### src/rtl/lcu_pkg.sv
// Shared defaults and sizing helpers for the queue-control unit.
package lcu_pkg;

    localparam int DEF_DATA_W = 4;
    localparam int DEF_ADDR_W = 3;

    function automatic int depth_of(input int addr_w);
        return 1 << addr_w;
    endfunction

endpackage

### src/rtl/lcu_fifo_ctrl_if.sv
// Bundle of user requests, status outputs and the register-file port of the queue controller.
interface lcu_fifo_ctrl_if #(
    parameter int DATA_W = lcu_pkg::DEF_DATA_W,
    parameter int ADDR_W = lcu_pkg::DEF_ADDR_W
);
    localparam int DEPTH = lcu_pkg::depth_of(ADDR_W);

    logic              enq;
    logic              deq;
    logic [DATA_W-1:0] in;
    logic [DATA_W-1:0] out;
    logic              full;
    logic              emp;
    logic              almost_full;
    logic              almost_empty;
    logic [ADDR_W:0]   count;
    logic [ADDR_W-1:0] p;
    logic              ovf;
    logic              udf;
    logic [DEPTH-1:0]  valid;
    logic [ADDR_W-1:0] ra;
    logic [DATA_W-1:0] rd;
    logic              we;
    logic [ADDR_W-1:0] wa;
    logic [DATA_W-1:0] wd;

    modport master (
        output enq, deq, in, rd,
        input  out, full, emp, almost_full, almost_empty, count, p, ovf, udf, valid,
               ra, we, wa, wd
    );

    modport slave (
        input  enq, deq, in, rd,
        output out, full, emp, almost_full, almost_empty, count, p, ovf, udf, valid,
               ra, we, wa, wd
    );

endinterface

### src/rtl/edge_pulse.sv
// Two-flop synchroniser followed by a rising-edge detector; one pulse per low-to-high transition.
module edge_pulse (
    input  logic clk,
    input  logic rst,
    input  logic lvl_i,
    output logic pulse_o
);

    logic sync_q;
    logic s1_q;
    logic s2_q;

    always_ff @(posedge clk) begin
        if (!rst) begin
            sync_q <= 1'b0;
            s1_q   <= 1'b0;
            s2_q   <= 1'b0;
        end else begin
            sync_q <= lvl_i;
            s1_q   <= sync_q;
            s2_q   <= s1_q;
        end
    end

    assign pulse_o = s1_q & ~s2_q;

endmodule

### src/rtl/lcu_fifo_ctrl.sv
// Circular-queue controller: pointers, occupancy, flags and slot bitmap for an external register file.
module lcu_fifo_ctrl
    import lcu_pkg::*;
#(
    parameter int DATA_W   = DEF_DATA_W,
    parameter int ADDR_W   = DEF_ADDR_W,
    parameter int PULSE_IN = 1,
    parameter int AF_LVL   = 6,
    parameter int AE_LVL   = 1
) (
    input logic          clk,
    input logic          rst,
    lcu_fifo_ctrl_if.slave bus
);

    localparam int DEPTH = depth_of(ADDR_W);
    localparam logic [ADDR_W:0] FULL_C = {1'b1, {ADDR_W{1'b0}}};
    localparam logic [ADDR_W:0] AF_C   = AF_LVL[ADDR_W:0];
    localparam logic [ADDR_W:0] AE_C   = AE_LVL[ADDR_W:0];

    logic              e_enq;
    logic              e_deq;
    logic              enq_acc;
    logic              deq_acc;
    logic              full;
    logic              emp;

    logic [ADDR_W-1:0] rp_q, rp_d;
    logic [ADDR_W-1:0] wp_q, wp_d;
    logic [ADDR_W:0]   count_q, count_d;
    logic [DEPTH-1:0]  valid_q, valid_d;
    logic              ovf_q, ovf_d;
    logic              udf_q, udf_d;

    if (PULSE_IN != 0) begin : g_pulse
        edge_pulse u_enq_edge (.clk(clk), .rst(rst), .lvl_i(bus.enq), .pulse_o(e_enq));
        edge_pulse u_deq_edge (.clk(clk), .rst(rst), .lvl_i(bus.deq), .pulse_o(e_deq));
    end else begin : g_strobe
        assign e_enq = bus.enq;
        assign e_deq = bus.deq;
    end

    assign full = (count_q == FULL_C);
    assign emp  = (count_q == '0);

    // Gating with rst keeps the register file untouched during the reset cycle.
    assign enq_acc = rst & e_enq & ~full;
    assign deq_acc = rst & e_deq & ~emp;

    always_comb begin
        rp_d    = rp_q;
        wp_d    = wp_q;
        count_d = count_q;
        valid_d = valid_q;
        ovf_d   = e_enq & full;
        udf_d   = e_deq & emp;
        if (enq_acc) begin
            wp_d          = wp_q + 1'b1;
            valid_d[wp_q] = 1'b1;
        end
        if (deq_acc) begin
            rp_d          = rp_q + 1'b1;
            valid_d[rp_q] = 1'b0;
        end
        case ({enq_acc, deq_acc})
            2'b10:   count_d = count_q + 1'b1;
            2'b01:   count_d = count_q - 1'b1;
            default: count_d = count_q;
        endcase
    end

    always_ff @(posedge clk) begin
        if (!rst) begin
            rp_q    <= '0;
            wp_q    <= '0;
            count_q <= '0;
            valid_q <= '0;
            ovf_q   <= 1'b0;
            udf_q   <= 1'b0;
        end else begin
            rp_q    <= rp_d;
            wp_q    <= wp_d;
            count_q <= count_d;
            valid_q <= valid_d;
            ovf_q   <= ovf_d;
            udf_q   <= udf_d;
        end
    end

    assign bus.out          = bus.rd;
    assign bus.full         = full;
    assign bus.emp          = emp;
    assign bus.almost_full  = (count_q >= AF_C);
    assign bus.almost_empty = (count_q <= AE_C);
    assign bus.count        = count_q;
    assign bus.p            = rp_q;
    assign bus.ovf          = ovf_q;
    assign bus.udf          = udf_q;
    assign bus.valid        = valid_q;
    assign bus.ra           = rp_q;
    assign bus.we           = enq_acc;
    assign bus.wa           = wp_q;
    assign bus.wd           = bus.in;

endmodule

### src/flat_wrapper.sv
// flat-port wrapper written by rule: the top's interface ports become plain ports
module lcu_fifo_ctrl_flat import lcu_pkg::*;
#(
    parameter int DATA_W   = DEF_DATA_W,
    parameter int ADDR_W   = DEF_ADDR_W,
    parameter int PULSE_IN = 1,
    parameter int AF_LVL   = 6,
    parameter int AE_LVL   = 1
)
  (clk, rst, bus_enq, bus_deq, bus_in, bus_rd, bus_out, bus_full, bus_emp, bus_almost_full, bus_almost_empty, bus_count, bus_p, bus_ovf, bus_udf, bus_valid, bus_ra, bus_we, bus_wa, bus_wd);
  lcu_fifo_ctrl_if #(.DATA_W(DATA_W), .ADDR_W(ADDR_W)) bus_i ();
  input logic clk;
  input logic rst;
  input wire logic [$bits(bus_i.enq)-1:0] bus_enq;
  input wire logic [$bits(bus_i.deq)-1:0] bus_deq;
  input wire logic [$bits(bus_i.in)-1:0] bus_in;
  input wire logic [$bits(bus_i.rd)-1:0] bus_rd;
  output wire logic [$bits(bus_i.out)-1:0] bus_out;
  output wire logic [$bits(bus_i.full)-1:0] bus_full;
  output wire logic [$bits(bus_i.emp)-1:0] bus_emp;
  output wire logic [$bits(bus_i.almost_full)-1:0] bus_almost_full;
  output wire logic [$bits(bus_i.almost_empty)-1:0] bus_almost_empty;
  output wire logic [$bits(bus_i.count)-1:0] bus_count;
  output wire logic [$bits(bus_i.p)-1:0] bus_p;
  output wire logic [$bits(bus_i.ovf)-1:0] bus_ovf;
  output wire logic [$bits(bus_i.udf)-1:0] bus_udf;
  output wire logic [$bits(bus_i.valid)-1:0] bus_valid;
  output wire logic [$bits(bus_i.ra)-1:0] bus_ra;
  output wire logic [$bits(bus_i.we)-1:0] bus_we;
  output wire logic [$bits(bus_i.wa)-1:0] bus_wa;
  output wire logic [$bits(bus_i.wd)-1:0] bus_wd;
  assign bus_i.enq = bus_enq;
  assign bus_i.deq = bus_deq;
  assign bus_i.in = bus_in;
  assign bus_i.rd = bus_rd;
  assign bus_out = bus_i.out;
  assign bus_full = bus_i.full;
  assign bus_emp = bus_i.emp;
  assign bus_almost_full = bus_i.almost_full;
  assign bus_almost_empty = bus_i.almost_empty;
  assign bus_count = bus_i.count;
  assign bus_p = bus_i.p;
  assign bus_ovf = bus_i.ovf;
  assign bus_udf = bus_i.udf;
  assign bus_valid = bus_i.valid;
  assign bus_ra = bus_i.ra;
  assign bus_we = bus_i.we;
  assign bus_wa = bus_i.wa;
  assign bus_wd = bus_i.wd;
  lcu_fifo_ctrl #(.DATA_W(DATA_W), .ADDR_W(ADDR_W), .PULSE_IN(PULSE_IN), .AF_LVL(AF_LVL), .AE_LVL(AE_LVL)) u_core (.clk(clk), .rst(rst), .bus(bus_i));
endmodule
### config.mk
export PLATFORM = sky130hd
export DESIGN_NAME = lcu_fifo_ctrl_flat
export DESIGN_NICKNAME = d
export VERILOG_FILES = /design/src/rtl/lcu_pkg.sv /design/src/rtl/lcu_fifo_ctrl_if.sv /design/src/rtl/edge_pulse.sv /design/src/rtl/lcu_fifo_ctrl.sv /design/src/flat_wrapper.sv
export SDC_FILE = /design/constraint.sdc
export NUM_CORES = 1
export LEC_CHECK = 0
export ABC_CLOCK_PERIOD_IN_PS = 2600
export BUFFER_PORTS_ARGS = -buffer_cell sky130_fd_sc_hd__buf_2
export CORE_MARGIN = 2
export CORE_UTILIZATION = 50
export CTS_BUF_LIST = sky130_fd_sc_hd__clkbuf_2 sky130_fd_sc_hd__clkbuf_4 sky130_fd_sc_hd__clkbuf_8
export DETAILED_ROUTE_END_ITERATION = 16
export GPL_TIMING_DRIVEN = 0
export PLACE_DENSITY = 0.81
export SETUP_SLACK_MARGIN = 0.1
export SYNTH_ARGS = -nofsm -noshare
export SYNTH_HDL_FRONTEND = slang
export SYNTH_SLANG_ARGS = --single-unit
### constraint.sdc
create_clock -name clk -period 2.6 [get_ports clk]
set_clock_uncertainty 0.2 [all_clocks]
set_input_delay 0.13 -clock clk [delete_from_list [all_inputs] [get_ports clk]]
set_output_delay 0.13 -clock clk [all_outputs]
set_load 0.05 [all_outputs]
Word level (Yosys, flattened, before mapping)
Cells that the tools add are included.
{ "totals": {"elab_cells": 51, "output_inout_bits": 36, "ff_bits": 26} }
{ "classes": {"eq_ne": 3, "mux": 7, "n_lt_le_gt_ge": 6, "n_addsub": 4, "bitwise": 15, "reduce_logical": 4} }
{ "op_table": {"columns": ["cell", "n"], "rows": [
  ["2-to-1 mux 8 bit", 2],
  ["AND 1 bit", 8],
  ["AND 8 bit", 1],
  ["less-than comparator 3 x 4 -> 1 bit (second input constant)", 2],
  ["inverter 8 bit", 1],
  ["bitwise OR 8 bit", 1],
  ["case mux 4 bit (2 select lines)", 1],
  ["adder 3 x 1 -> 3 bit (second input constant)", 2],
  ["demux 1 bit (select 3 bit)", 2],
  [">= comparator 3 x 1 -> 1 bit (second input constant)", 2],
  ["adder 4 x 1 -> 4 bit (second input constant)", 1],
  ["equality test 4 bit (second input constant)", 1],
  [">= comparator 4 x 3 -> 1 bit (second input constant)", 1],
  ["less-or-equal comparator 4 x 1 -> 1 bit (second input constant)", 1],
  ["logical NOT 4 bit", 1],
  ["inverter 1 bit", 4],
  ["subtractor 4 x 1 -> 4 bit (second input constant)", 1],
  ["equality test 2 x 1 -> 1 bit (second input constant)", 1],
  ["equality test 2 bit (second input constant)", 1],
  ["logical AND 1 bit", 2],
  ["2-to-1 mux 1 bit", 2],
  ["nonzero test 2 bit", 1]
]} }

Longest topological paths before layout
Gate-level depths: netlist (run 1).
{ "depth": {"ltp_word": 8, "depth_mapped": 10, "depth_no_buf": 10} }

Hierarchy
From an unflattened synthesis (run 1), not the netlist that was laid out.
{ "hier_totals": {"cells_unflattened": 133, "area_unflattened_um2": 1295.0} }
{ "modules_own_cells": {"columns": ["mod", "n_inst", "seq_area_each_um2", "area_per_inst_um2", "cells_each"], "rows": [
  ["lcu_fifo_ctrl", 1, 400.4, 1109.8, 119],
  ["edge_pulse", 2, 60.1, 92.6, 7]
]} }

Least setup slack after synthesis (run 1)
No wires, ideal clock.
{ "synth_timing": {"path_type": "register to register", "startpoint": "register u_core.count_q[0], in the netlist u_core.bus.count[0]", "endpoint": "register u_core.count_q[2], in the netlist u_core.bus.count[2]", "stages_incl_launch_ff": 10, "arrival_ns": 3.298, "slack_ns": -0.968, "synth_period_minus_slack_ns": 3.568, "setup_time_ns": 0.070, "cell_sequence": "dfxtp_1 -> inv_1 -> ha_1 -> nand3b_1 -> inv_1 -> nor2_1 -> inv_1 -> ha_1 -> or3_2 -> a21oi_1"} }
{ "synth_between": {"elab_chain_cells": 5, "word_cells_on_any_way": 12} }
{ "synth_lines": {"columns": ["item", "line_no", "rtl"], "rows": [
  ["start: declaration", "lcu_fifo_ctrl.sv:30", "logic [ADDR_W:0] count_q, count_d;"],
  ["start signal: assignment", "lcu_fifo_ctrl.sv:83", "count_q <= count_d;"],
  ["equality test 4 bit *", "lcu_fifo_ctrl.sv:43", "assign full = (count_q == FULL_C);"],
  ["via bus_full", "flat_wrapper.sv:19", "output wire logic [$bits(bus_i.full)-1:0] bus_full;"],
  ["inverter 1 bit *", "lcu_fifo_ctrl.sv:47", "assign enq_acc = rst & e_enq & ~full;"],
  ["AND 1 bit *", "lcu_fifo_ctrl.sv:47", null],
  ["via bus_we", "flat_wrapper.sv:29", "output wire logic [$bits(bus_i.we)-1:0] bus_we;"],
  ["equality test 2 x 1 -> 1 bit / equality test 2 bit (equally long branches)", "lcu_fifo_ctrl.sv:65", "case ({enq_acc, deq_acc})"],
  ["case mux 4 bit (2 select lines) / nonzero test 2 bit (equally long branches)", null, null]
]} }
Mark *: on every way through the listed nets, which the timed path passes. The rest lies on a longest branch.
A chain may end at the register's enable or synchronous reset.

Worst setup path after layout (run 1)
{ "layout_timing": {"startpoint": "register u_core.count_q[0], in the netlist u_core.bus.count[0]", "endpoint": "register u_core.count_q[3], in the netlist u_core.bus.count[3]"} }
{ "layout_between": {"elab_chain_cells": 5, "word_cells_on_any_way": 12} }
{ "layout_lines": {"columns": ["item", "line_no"], "rows": [
  ["equality test 4 bit / logical NOT 4 bit (equally long branches)", "lcu_fifo_ctrl.sv:43, lcu_fifo_ctrl.sv:44"],
  ["inverter 1 bit (on tied branches)", "lcu_fifo_ctrl.sv:47, lcu_fifo_ctrl.sv:48"],
  ["AND 1 bit (on tied branches)", "lcu_fifo_ctrl.sv:47, lcu_fifo_ctrl.sv:48"],
  ["equality test 2 x 1 -> 1 bit / equality test 2 bit (equally long branches)", "lcu_fifo_ctrl.sv:65"],
  ["case mux 4 bit (2 select lines) / nonzero test 2 bit (equally long branches)", null]
]} }
Parallel ways exist; a longest one is shown, timed or not.

==> flow_metrics.tcl, run 1 <==
set metrics [dict create \
    crit_path_end_kind "flip-flop" \
    fin_util 0.6672 \
    syn_area_sq_um 1262 \
    start_kind "flip-flop" \
    regToRegSetupSlack_ns 0.22 \
    synthCells 134 \
    power_density_nw_per_um2 452.0 \
    crit_chain "inv_4, ha_4, or3b_4, inv_4, nor2_2, ha_4, or4b_1, a21oi_2, mux2i_1" \
    finish.net_count 200 \
    clockRootBuffer "clkbuf_4" \
    ys.warnings.count 0 \
    p_leak_nw 0.7988 \
    netlist_top_cells_count "dfxtp_1, buf_4, inv_1" \
    r2r_cells 9 \
    io_buffers 39 \
    setup_violations 0 \
    crit_fanout 7 \
    rsz0062_at_grt "false" \
    die-area_sq_um 2943 \
    rows 18 \
    worst_ep_arrival_time_ns 2.44 \
    grt_overflow 0 \
    place_hpwl_um 1957 \
    outcome "completed" \
    globalplace.congestion 0.7898 \
    r2r-start "u_core.bus.count[0]" \
    yosys.area_share.simple 0.1943 \
    cp_slowest_cell "or4b_1" \
    fillers 203 \
    critical-path-top-delay-family "simple AND/OR/NAND/NOR gates" \
    fmax_mhz 420.5 \
    finalWirelength_um 2627 \
    area_delta_synth_final_pct 28.54 \
    post_drt_wl_per_cell_um 12.51 \
    synth-edff-count 0 \
    relSlewSlack 0.7139 \
    critPathRequiredTime_ns 2.66 \
    clkTransAtPathRegs_ns 0.13 \
    first_pass_iters 4 \
    synth_top_area_share 0.4123 \
    ios 48 \
    cp-startpoint "u_core.bus.count[0]" \
    ys.flop_type "dfxtp_1" \
    muxShareOfSynthArea 0.03171 \
    report.final.hold_viol_count 0 \
    vdd_drop_max_mv 0.4435 \
    grt_max_degree 15 \
    vias 1118 \
    syn_area_per_cell_sq_um 9.421 \
    synth-async-reset-ratio 0 \
    slowest_delay_ns 0.47 \
    synth_top_cell_by_area "dfxtp_1" \
    critical_path_class "reg -> reg" \
    clockBufferDepth 2 \
    drive_gt1_frac 0.4056 \
    min_path_cells 2 \
    worstHoldPathType "reg -> reg" \
    synth_top_family_by_area "simple AND/OR/NAND/NOR gates" \
    synth_compound_area_frac 0.1665 \
    ys_seq_area_frac 0.4123 \
    grt_first_pass_wirelength_um 4195 \
    critical_path_buf_inv_count 2 \
    synth-seq-cells 26 \
    ant_nets 0 \
    period_share 0.9147 \
    fin_setup_tns_ns 0 \
    clkLatencyLatePin_ns 0.33 \
    die_w_um 54.25 \
    grt_usage 0.1986 \
    drv_cap 0 \
    drtIter0Drc 8 \
    synth_xor_xnor_area_share 0.01388 \
    slew_violations 0 \
    instances_no_fill 210 \
    antenna_found_initial 0 \
    hold_path_end "u_core.g_pulse.u_deq_edge.s2_q" \
    via_per_inst 5.324 \
    ys_types 30 \
    synth_most_common_cell "dfxtp_1" \
    syn_nets 153 \
    power_w 0.0007335 \
    cts_tree "yes" \
    r2r-end "u_core.bus.count[3]" \
    fp.dieH_um 54.25 \
    dp_cells 203 \
    htreeDepth 1 \
    initial_core_util 0.5190 \
    worstHoldStart "u_core.g_pulse.u_deq_edge.s1_q" \
    grt_pass1_vias 967 \
    synth_fa_ha_area_frac 0.06938 \
    cts_num_sinks 26 \
    post-route-drc-count 0 \
    diodes 0 \
    tightest_slew_ns 0.4292 \
    core_sq_um 2432 \
    cts_buffers 3 \
    synthTopCellsByArea "dfxtp_1, ha_1, buf_4, a41o_1, o311a_1" \
    layout_min_cycle_time_ns 2.378 \
]
## worst register-to-register path: stages (launching register included)
cell and delay, ns:
dfxtp_4 0.42, inv_4 0.05, ha_4 0.16, or3b_4 0.27, inv_4 0.05, nor2_2 0.15, ha_4 0.18, or4b_1 0.47
a21oi_2 0.18, mux2i_1 0.19
## flip-flops by register name, summed over array words and instances, names as in the netlist, 3 cells and up
name	flops
u_core.bus.wa	3
u_core.bus.p	3
u_core.bus.valid	8
u_core.bus.count	4
## how the worst max path moves through the flow
stage / end / slack, ns / depth (start not counted)
3_5_place_dp: u_core.bus.count[3] / 0.17 / 9
2_1_floorplan: u_core.bus.count[2] / 0.01 / 9
6_report: u_core.bus.count[3] / 0.22 / 9
3_3_place_gp: u_core.bus.count[3] / 0.21 / 9
5_1_grt: u_core.bus.count[3] / 0.10 / 9
4_1_cts: u_core.bus.count[3] / 0.13 / 9
## cells in the final DEF (no fill, tap or decap), types with 2 or more instances in the layout
| cell | netlist | layout |
|---|---|---|
| buf_2 | 0 | 39 |
| dfxtp_1 | 26 | 22 |
| buf_4 | 11 | 11 |
| o21ai_0 | 6 | 6 |
| nor2_1 | 8 | 6 |
| nand2_1 | 6 | 6 |
| nand3_1 | 6 | 6 |
| a41o_1 | 6 | 6 |
| o311a_1 | 6 | 6 |
| inv_1 | 9 | 5 |
| a21oi_1 | 6 | 5 |
| and2_1 | 5 | 5 |
| ha_1 | 7 | 5 |
| clkbuf_1 | 4 | 4 |
| mux2i_1 | 4 | 4 |
| nand3b_1 | 3 | 3 |
| inv_4 | 1 | 3 |
| clkbuf_4 | 0 | 3 |
| dlygate4sd3_1 | 0 | 3 |
| nand2b_1 | 2 | 2 |
| or3_4 | 1 | 2 |
| nor4_1 | 2 | 2 |
| o221a_2 | 2 | 2 |
| and3b_1 | 2 | 2 |
| nor2b_1 | 2 | 2 |
| xor2_1 | 2 | 2 |
| ha_4 | 0 | 2 |
| dfxtp_4 | 0 | 2 |
| dfxtp_2 | 0 | 2 |
## area by class of cell
type                       count  area [sq um]  area share
tap                           30         37.54     0.02313
multi-input combinational     82         643.1      0.3963
inverter                      10         48.80     0.03007
clock buffer                   4         36.28     0.02236
buffer                        16         101.3     0.06245
timing repair buffer          42         225.2      0.1388
sequential                    26         530.5      0.3269
## where the power goes
part	total [W]	internal (W)	switching, W
sequential	0.000411	0.000404	0.00000680
combinational	0.000116	0.0000382	0.0000777
clock	0.000206	0.0000858	0.000121
## routing by layer
layer	vias up	track usage	share of wire
li1	566	-	-
met1	511	0.2598	0.43
met2	36	0.3273	0.49
met3	5	0.03279	0.062
met4	0	0.07500	0.014
met5	-	0	0
## logic make-up (layout without fill, tap and decap cells)
kind of cell,after synthesis,count (layout)
AND/OR/NAND/NOR,42,42
flip-flops,26,26
adder cells (fa/ha/maj),7,7
AO/OA/AOI/OAI,27,27
XOR/XNOR,2,2
buffers and inverters,26,72
multiplexers,4,4
## per-stage QoR
step	setup slack, ns	hold WS, ns	instance area [sq um]
finish	0.2217	0.2500	1623
detailed placement	0.1737	0.1402	1550
floorplan	0.01452	0.05729	1318
CTS	0.1280	0.2542	1617
global route	0.1040	0.2736	1623
global placement	0.2132	0.1408	1550
## what timing repair did
item,CTS,global route
resized for setup,0,2
setup endpoints to repair,0,1
buffers inserted,0,0
hold endpoints to repair,3,0
hold buffers,3,0
No activity file was read; power rests on OpenSTA's default activity.
==> run 2, diff against run 1 <==
--- a/config.mk
+++ b/config.mk
@@ -12,7 +12,7 @@
 export CTS_BUF_LIST = sky130_fd_sc_hd__clkbuf_2 sky130_fd_sc_hd__clkbuf_4 sky130_fd_sc_hd__clkbuf_8
 export DETAILED_ROUTE_END_ITERATION = 16
 export GPL_TIMING_DRIVEN = 0
-export PLACE_DENSITY = 0.81
+export PLACE_DENSITY = 0.77
 export SETUP_SLACK_MARGIN = 0.1
 export SYNTH_ARGS = -nofsm -noshare
 export SYNTH_HDL_FRONTEND = slang
==> run 2 against run 1 <==
Flip-flop and latch count stayed put. Non-clock buffer count is 4 higher. Count of clock-buffer cells in the layout is 1 lower. Highest routed layer unchanged. First-iteration DRC count is 130% higher. Cell area is 3.2% higher. Final cell count is 1.9% higher. Combinational power is 7% higher. Total power is 11% higher. Register-to-register slack worse by 0.04 ns. Critical endpoint unchanged. Via count is 3.3% higher. Utilization is 2.1 points higher. Worst setup slack worse by 0.043 ns.
==> flow_metrics.tcl, run 2 (synthesis gave the netlist of run 1 again) <==
set metrics [dict create \
    outcome "completed" \
    p_sw_frac 0.2632 \
    layout_commonest_cell "buf_2" \
    r2r_cells 9 \
    regArea_sq_um 530.5 \
    drv_cap 0 \
    setup_violations 0 \
    area_delta_synth_final_pct 32.61 \
    fillers 218 \
    vias 1155 \
    ant_nets 0 \
    ios 48 \
    via_per_inst 5.397 \
    grt_first_pass_wirelength_um 4395 \
    clockBufferDepth 2 \
    grt_pass1_vias 1005 \
    fin_util 0.6883 \
    tightest_slew_ns 0.4456 \
    power_density_nw_per_um2 488.3 \
    finish.net_count 204 \
    clockRootBuffer "clkbuf_4" \
    core_sq_um 2432 \
    clkTransAtPathRegs_ns 0.13 \
    worstHoldPathType "reg -> reg" \
    antenna_found_initial 0 \
    crit_fanout 5 \
    layout_min_cycle_time_ns 2.421 \
    period_share 0.9311 \
    die_w_um 54.25 \
    clkPwrFrac 0.347 \
    p_switching_w 0.0002151 \
    diodes 0 \
    p_int_w 0.0006023 \
    grt_max_degree 16 \
    critPathRequiredTime_ns 2.65 \
    crit_path_end_kind "flip-flop" \
    grt_overflow 0 \
    r2r-start "u_core.bus.count[1]" \
    relSlewSlack 0.7029 \
    worst_ep_arrival_time_ns 2.47 \
    p_leak_nw 0.8274 \
    dp_cells 203 \
    htreeDepth 1 \
    place_ws_ns 0.1428 \
    clkLatencyLatePin_ns 0.34 \
    crit_end "u_core.bus.count[3]" \
    cp-startpoint "u_core.bus.count[1]" \
    critical_path_class "reg -> reg" \
    drtIter0Drc 18 \
    largest_reg_flops 8 \
    slew_violations 0 \
    setup_ws_ns 0.1790 \
    fin_setup_tns_ns 0 \
    cts_num_sinks 26 \
    grt_usage 0.2052 \
    final_cell_mix "buf_2, dfxtp_1, buf_4" \
    finalWirelength_um 2946 \
    rsz0062_at_grt "false" \
    combPwrFrac 0.151 \
    drive_gt1_frac 0.4185 \
    rows 18 \
    post_drt_wl_per_cell_um 13.77 \
    first_pass_iters 4 \
    globalplace.congestion 0.8218 \
    post-route-drc-count 0 \
    io_buffers 39 \
    start_kind "flip-flop" \
    regToRegSetupSlack_ns 0.18 \
    cts_tree "yes" \
    fp.dieH_um 54.25 \
    fmax_mhz 413.1 \
    instances_no_fill 214 \
    vdd_drop_max_mv 0.3655 \
    initial_core_util 0.5190 \
    cts_buffers 3 \
    place_hpwl_um 1990 \
    multi_input_area_sq_um 648.1 \
    die-area_sq_um 2943 \
    p_seq_frac 0.502 \
    r2r-end "u_core.bus.count[3]" \
    report.final.hold_viol_count 0 \
]
[run 2: cell count changes in the layout (fill, tap and decap cells not counted)]
cell and change:
buf_4 +4, bufinv_16 +1, clkbuf_8 -1, nor2_2 -1
nor2_4 +1
[run 2: power groups by stage]
stage,clock network [W],registers [W],logic [W]
CTS,0.000287,0.000412,0.000117
detailed placement,0,0.000420,0.000113
global route,0.000300,0.000411,0.000132
finish,0.000283,0.000410,0.000124
floorplan,0,0.000430,0.0000789
global placement,0,0.000420,0.000111
[run 2: area by class of cell]
class / instances / area share
flip-flops and latches: 26 / 0.3169
plain buffers: 16 / 0.06054
multi-input cells: 82 / 0.3871
inverters: 10 / 0.02915
clock buffers: 3 / 0.01345
repair buffers: 46 / 0.1525
well taps: 30 / 0.02242
clock inverters: 1 / 0.01794
[run 2: worst min-delay path by stage]
stage                                   startpoint                               end  slack, ns  cells past startpoint
detailed placement                         bus_deq  u_core.g_pulse.u_deq_edge.sync_q       0.14                      2
CTS                 u_core.g_pulse.u_deq_edge.s1_q    u_core.g_pulse.u_deq_edge.s2_q       0.26                      2
global route        u_core.g_pulse.u_deq_edge.s1_q    u_core.g_pulse.u_deq_edge.s2_q       0.28                      2
finish              u_core.g_pulse.u_deq_edge.s1_q    u_core.g_pulse.u_deq_edge.s2_q       0.25                      2
floorplan                                  bus_deq  u_core.g_pulse.u_deq_edge.sync_q       0.06                      1
global placement                           bus_enq  u_core.g_pulse.u_enq_edge.sync_q       0.14                      2
[run 2: worst max-delay path, stage by stage (launching register included)]
cell,delay (ns)
dfxtp_4,0.40
inv_4,0.05
ha_4,0.16
or3b_4,0.27
inv_4,0.06
nor2_4,0.14
ha_4,0.17
or4b_1,0.48
a21oi_2,0.18
mux2i_1,0.23
[run 2: per-layer routing]
layer  vias up  GRT usage  wire [um]
li1        572          -          -
met1       551     0.2704       1325
met2        26     0.3313       1449
met3         6    0.03279        124
met4         0    0.08750         46
met5         -          0          0
[run 2: metrics by stage]
step                cell area (sq um)  hold WS [ns]   power, W
floorplan                        1318       0.05729  0.0005091
global placement                 1550        0.1386  0.0005303
detailed placement               1550        0.1387  0.0005327
CTS                              1635        0.2593  0.0008152
global route                     1674        0.2753  0.0008430
finish                           1674        0.2545  0.0008175
[run 2: timing repair]
action / 4_1_cts / 5_1_grt
setup endpoints to repair: 1 / 1
gates resized for setup: 1 / 2
endpoints found under the hold margin: 3 / 0
setup buffers: 0 / 4
hold buffers: 3 / 0
==> run 3, diff against run 2 <==
--- a/config.mk
+++ b/config.mk
@@ -5,14 +5,15 @@
 export SDC_FILE = /design/constraint.sdc
 export NUM_CORES = 1
 export LEC_CHECK = 0
+export ABC_AREA = 1
 export ABC_CLOCK_PERIOD_IN_PS = 2600
 export BUFFER_PORTS_ARGS = -buffer_cell sky130_fd_sc_hd__buf_2
 export CORE_MARGIN = 2
-export CORE_UTILIZATION = 50
+export CORE_UTILIZATION = 51
 export CTS_BUF_LIST = sky130_fd_sc_hd__clkbuf_2 sky130_fd_sc_hd__clkbuf_4 sky130_fd_sc_hd__clkbuf_8
 export DETAILED_ROUTE_END_ITERATION = 16
 export GPL_TIMING_DRIVEN = 0
-export PLACE_DENSITY = 0.77
+export PLACE_DENSITY = 0.78
 export SETUP_SLACK_MARGIN = 0.1
 export SYNTH_ARGS = -nofsm -noshare
 export SYNTH_HDL_FRONTEND = slang
==> run 3 against run 2 <==
Non-clock buffer count is 7 lower. Maximum frequency increased by 6.8%. Combinational power about the same. Largest cell class unchanged. Critical endpoint unchanged. Sequential power about the same. Die area grew 3.9%.
==> flow_metrics.tcl, run 3 <==
set metrics [dict create \
    outcome "completed" \
    clockBufferDepth 2 \
    synth_top_cell_by_area "dfxtp_1" \
    slew_violations 0 \
    worstHoldPathType "reg -> reg" \
    fin_setup_tns_ns 0 \
    synth-edff-count 0 \
    ys.flop_type "dfxtp_1" \
    fp.dieH_um 55.29 \
    syn_area_sq_um 1341 \
    worstHoldStart "u_core.g_pulse.u_enq_edge.sync_q" \
    drive_gt1_frac 0.2845 \
    report.final.hold_viol_count 0 \
    ys.warnings.count 0 \
    clkLatencyLatePin_ns 0.32 \
    synth-seq-cells 26 \
    cp_slowest_cell "dfxtp_1" \
    die_w_um 55.29 \
    place_ws_ns 0.3117 \
    relSlewSlack 0.8098 \
    p_leak_nw 0.9011 \
    globalplace.congestion 0.8488 \
    r2r_cells 10 \
    power_w 0.0008131 \
    grt_usage 0.1786 \
    regToRegSetupSlack_ns 0.33 \
    initial_core_util 0.5414 \
    critical-path-top-delay-family "simple AND/OR/NAND/NOR gates" \
    post_drt_wl_per_cell_um 10.35 \
    instances_no_fill 262 \
    cts_num_sinks 26 \
    start_kind "flip-flop" \
    setup_ws_ns 0.3327 \
    critical_path_class "reg -> reg" \
    fmax_mhz 441.1 \
    crit_path_end_kind "flip-flop" \
    final_cell_mix "buf_2, nor2_1, nand2_1, dfxtp_1, inv_1" \
    synth_top_area_share 0.3881 \
    ios 48 \
    cts_buffers 3 \
    tightest_slew_ns 0.2849 \
    synthTopCellsByArea "dfxtp_1, nor2_1, nand2_1, inv_1, ha_1" \
    finalWirelength_um 2712 \
    layout_commonest_cell "buf_2" \
    htreeDepth 1 \
    syn_area_per_cell_sq_um 7.211 \
    post-route-drc-count 0 \
    netlist_top_cells_count "nor2_1, nand2_1, dfxtp_1" \
    power_density_nw_per_um2 489.7 \
    critical_path_buf_inv_count 2 \
    syn_nets 205 \
    drtIter0Drc 36 \
    via_per_inst 4.740 \
    slowest_delay_ns 0.44 \
    post_cts_buffers 0 \
    min_path_cells 2 \
    r2r-end "u_core.bus.count[3]" \
    hold_path_end "u_core.g_pulse.u_enq_edge.s1_q" \
    rows 18 \
    grt_first_pass_wirelength_um 4498 \
    rsz0062_at_grt "false" \
    io_buffers 39 \
    place_hpwl_um 2034 \
    die-area_sq_um 3056 \
    core_sq_um 2477 \
    antenna_found_initial 0 \
    area_delta_synth_final_pct 23.79 \
    vdd_drop_max_mv 0.5252 \
    drv_cap 0 \
    grt_pass1_vias 1049 \
    ys_seq_area_frac 0.3881 \
    grt_overflow 0 \
    first_pass_iters 5 \
    r2r-start "u_core.bus.count[0]" \
    worst_ep_arrival_time_ns 2.30 \
    diodes 0 \
    crit_chain "inv_1, ha_1, nand2_2, nand2_4, inv_2, ha_1, nor2_1, nand2_1, a21oi_1, nor2_1" \
    crit_fanout 9 \
    finish.net_count 252 \
    clkTransAtPathRegs_ns 0.15 \
    dp_cells 255 \
    cts_tree "yes" \
    ys_types 21 \
    synth_most_common_cell "nor2_1" \
    largest_reg_flops 8 \
    clockRootBuffer "clkbuf_4" \
    period_share 0.8720 \
    synthCells 186 \
    vias 1242 \
    grt_max_degree 16 \
    layout_min_cycle_time_ns 2.267 \
    ant_nets 0 \
    critPathRequiredTime_ns 2.63 \
    setup_violations 0 \
    synth-async-reset-ratio 0 \
]
-- run 3: cell count changes after synthesis, moves of 3 or more --
cell,delta
nand2_1,+29
a21oi_1,+5
clkbuf_1,-4
inv_1,+15
o311a_1,-6
mux2i_1,-4
and2_1,-5
nand3b_1,-3
nand4_1,+5
nor2_1,+29
a41o_1,-6
-- run 3: power breakdown --
part           internal [W]  switching, W
Combinational     0.0000365     0.0000850
Sequential         0.000406    0.00000720
Clock              0.000156      0.000122
Total              0.000599      0.000214
-- run 3: metal layers --
metal  wire (um)  vias up  GRT usage  part of all wire
li1            -      660          -                 -
met2        1299       30     0.3112              0.48
met5           0        -          0                 0
met1        1255      548     0.2250              0.46
met4          29        0    0.06272             0.011
met3         128        4    0.02342             0.047
-- run 3: metrics by stage --
step                        util  cell area (sq um)  hold slack (ns)
final                     0.6702               1660           0.2173
after global routing      0.6702               1660           0.2391
after CTS                 0.6697               1659           0.2248
after detailed placement  0.6364               1577           0.1195
after global placement    0.6364               1577           0.1094
after floorplan                -               1344          0.02763
-- run 3: repair_timing --
item	CTS	global route
setup endpoints to repair	0	1
endpoints found under the hold margin	10	0
hold buffers	3	0
gates resized for setup	0	1
-- run 3: cell families after synthesis --
| family | share of synthesized area |
|---|---|
| and+or+nand+nor | 0.3022 |
| buffers and inverters | 0.1465 |
| DFF | 0.3881 |
| AOI/OAI and AO/OA | 0.07836 |
| adders and majority gates | 0.06530 |
| xor gates and xnor gates | 0.01959 |
-- run 3: tightest hold or removal path: cells and delay by family, from the launching register on --
kind	cells	cell delay, ns
DFF	1	0.32
and+or+nand+nor	1	0.05
buffers and inverters	1	0.03
-- run 3: cell type report --
class | count | area [sq um]
well taps | 30 | 37.54
multi-input cells | 121 | 626.9
clock inverters | 1 | 30.03
fillers | 217 | 817.0
plain buffers | 13 | 98.84
flip-flops and latches | 26 | 521.8
inverters | 26 | 97.59
clock buffers | 3 | 22.52
repair buffers | 42 | 225.2
-- run 3: worst max path at each step --
stage,cells past startpoint,start,endpoint
after floorplan,3,u_core.bus.count[1],bus_almost_full
after global placement,10,u_core.bus.count[1],u_core.bus.count[3]
after detailed placement,10,u_core.bus.count[1],u_core.bus.count[3]
after CTS,10,u_core.bus.count[1],u_core.bus.count[3]
after global routing,11,u_core.bus.count[0],u_core.bus.count[3]
final,10,u_core.bus.count[0],u_core.bus.count[3]
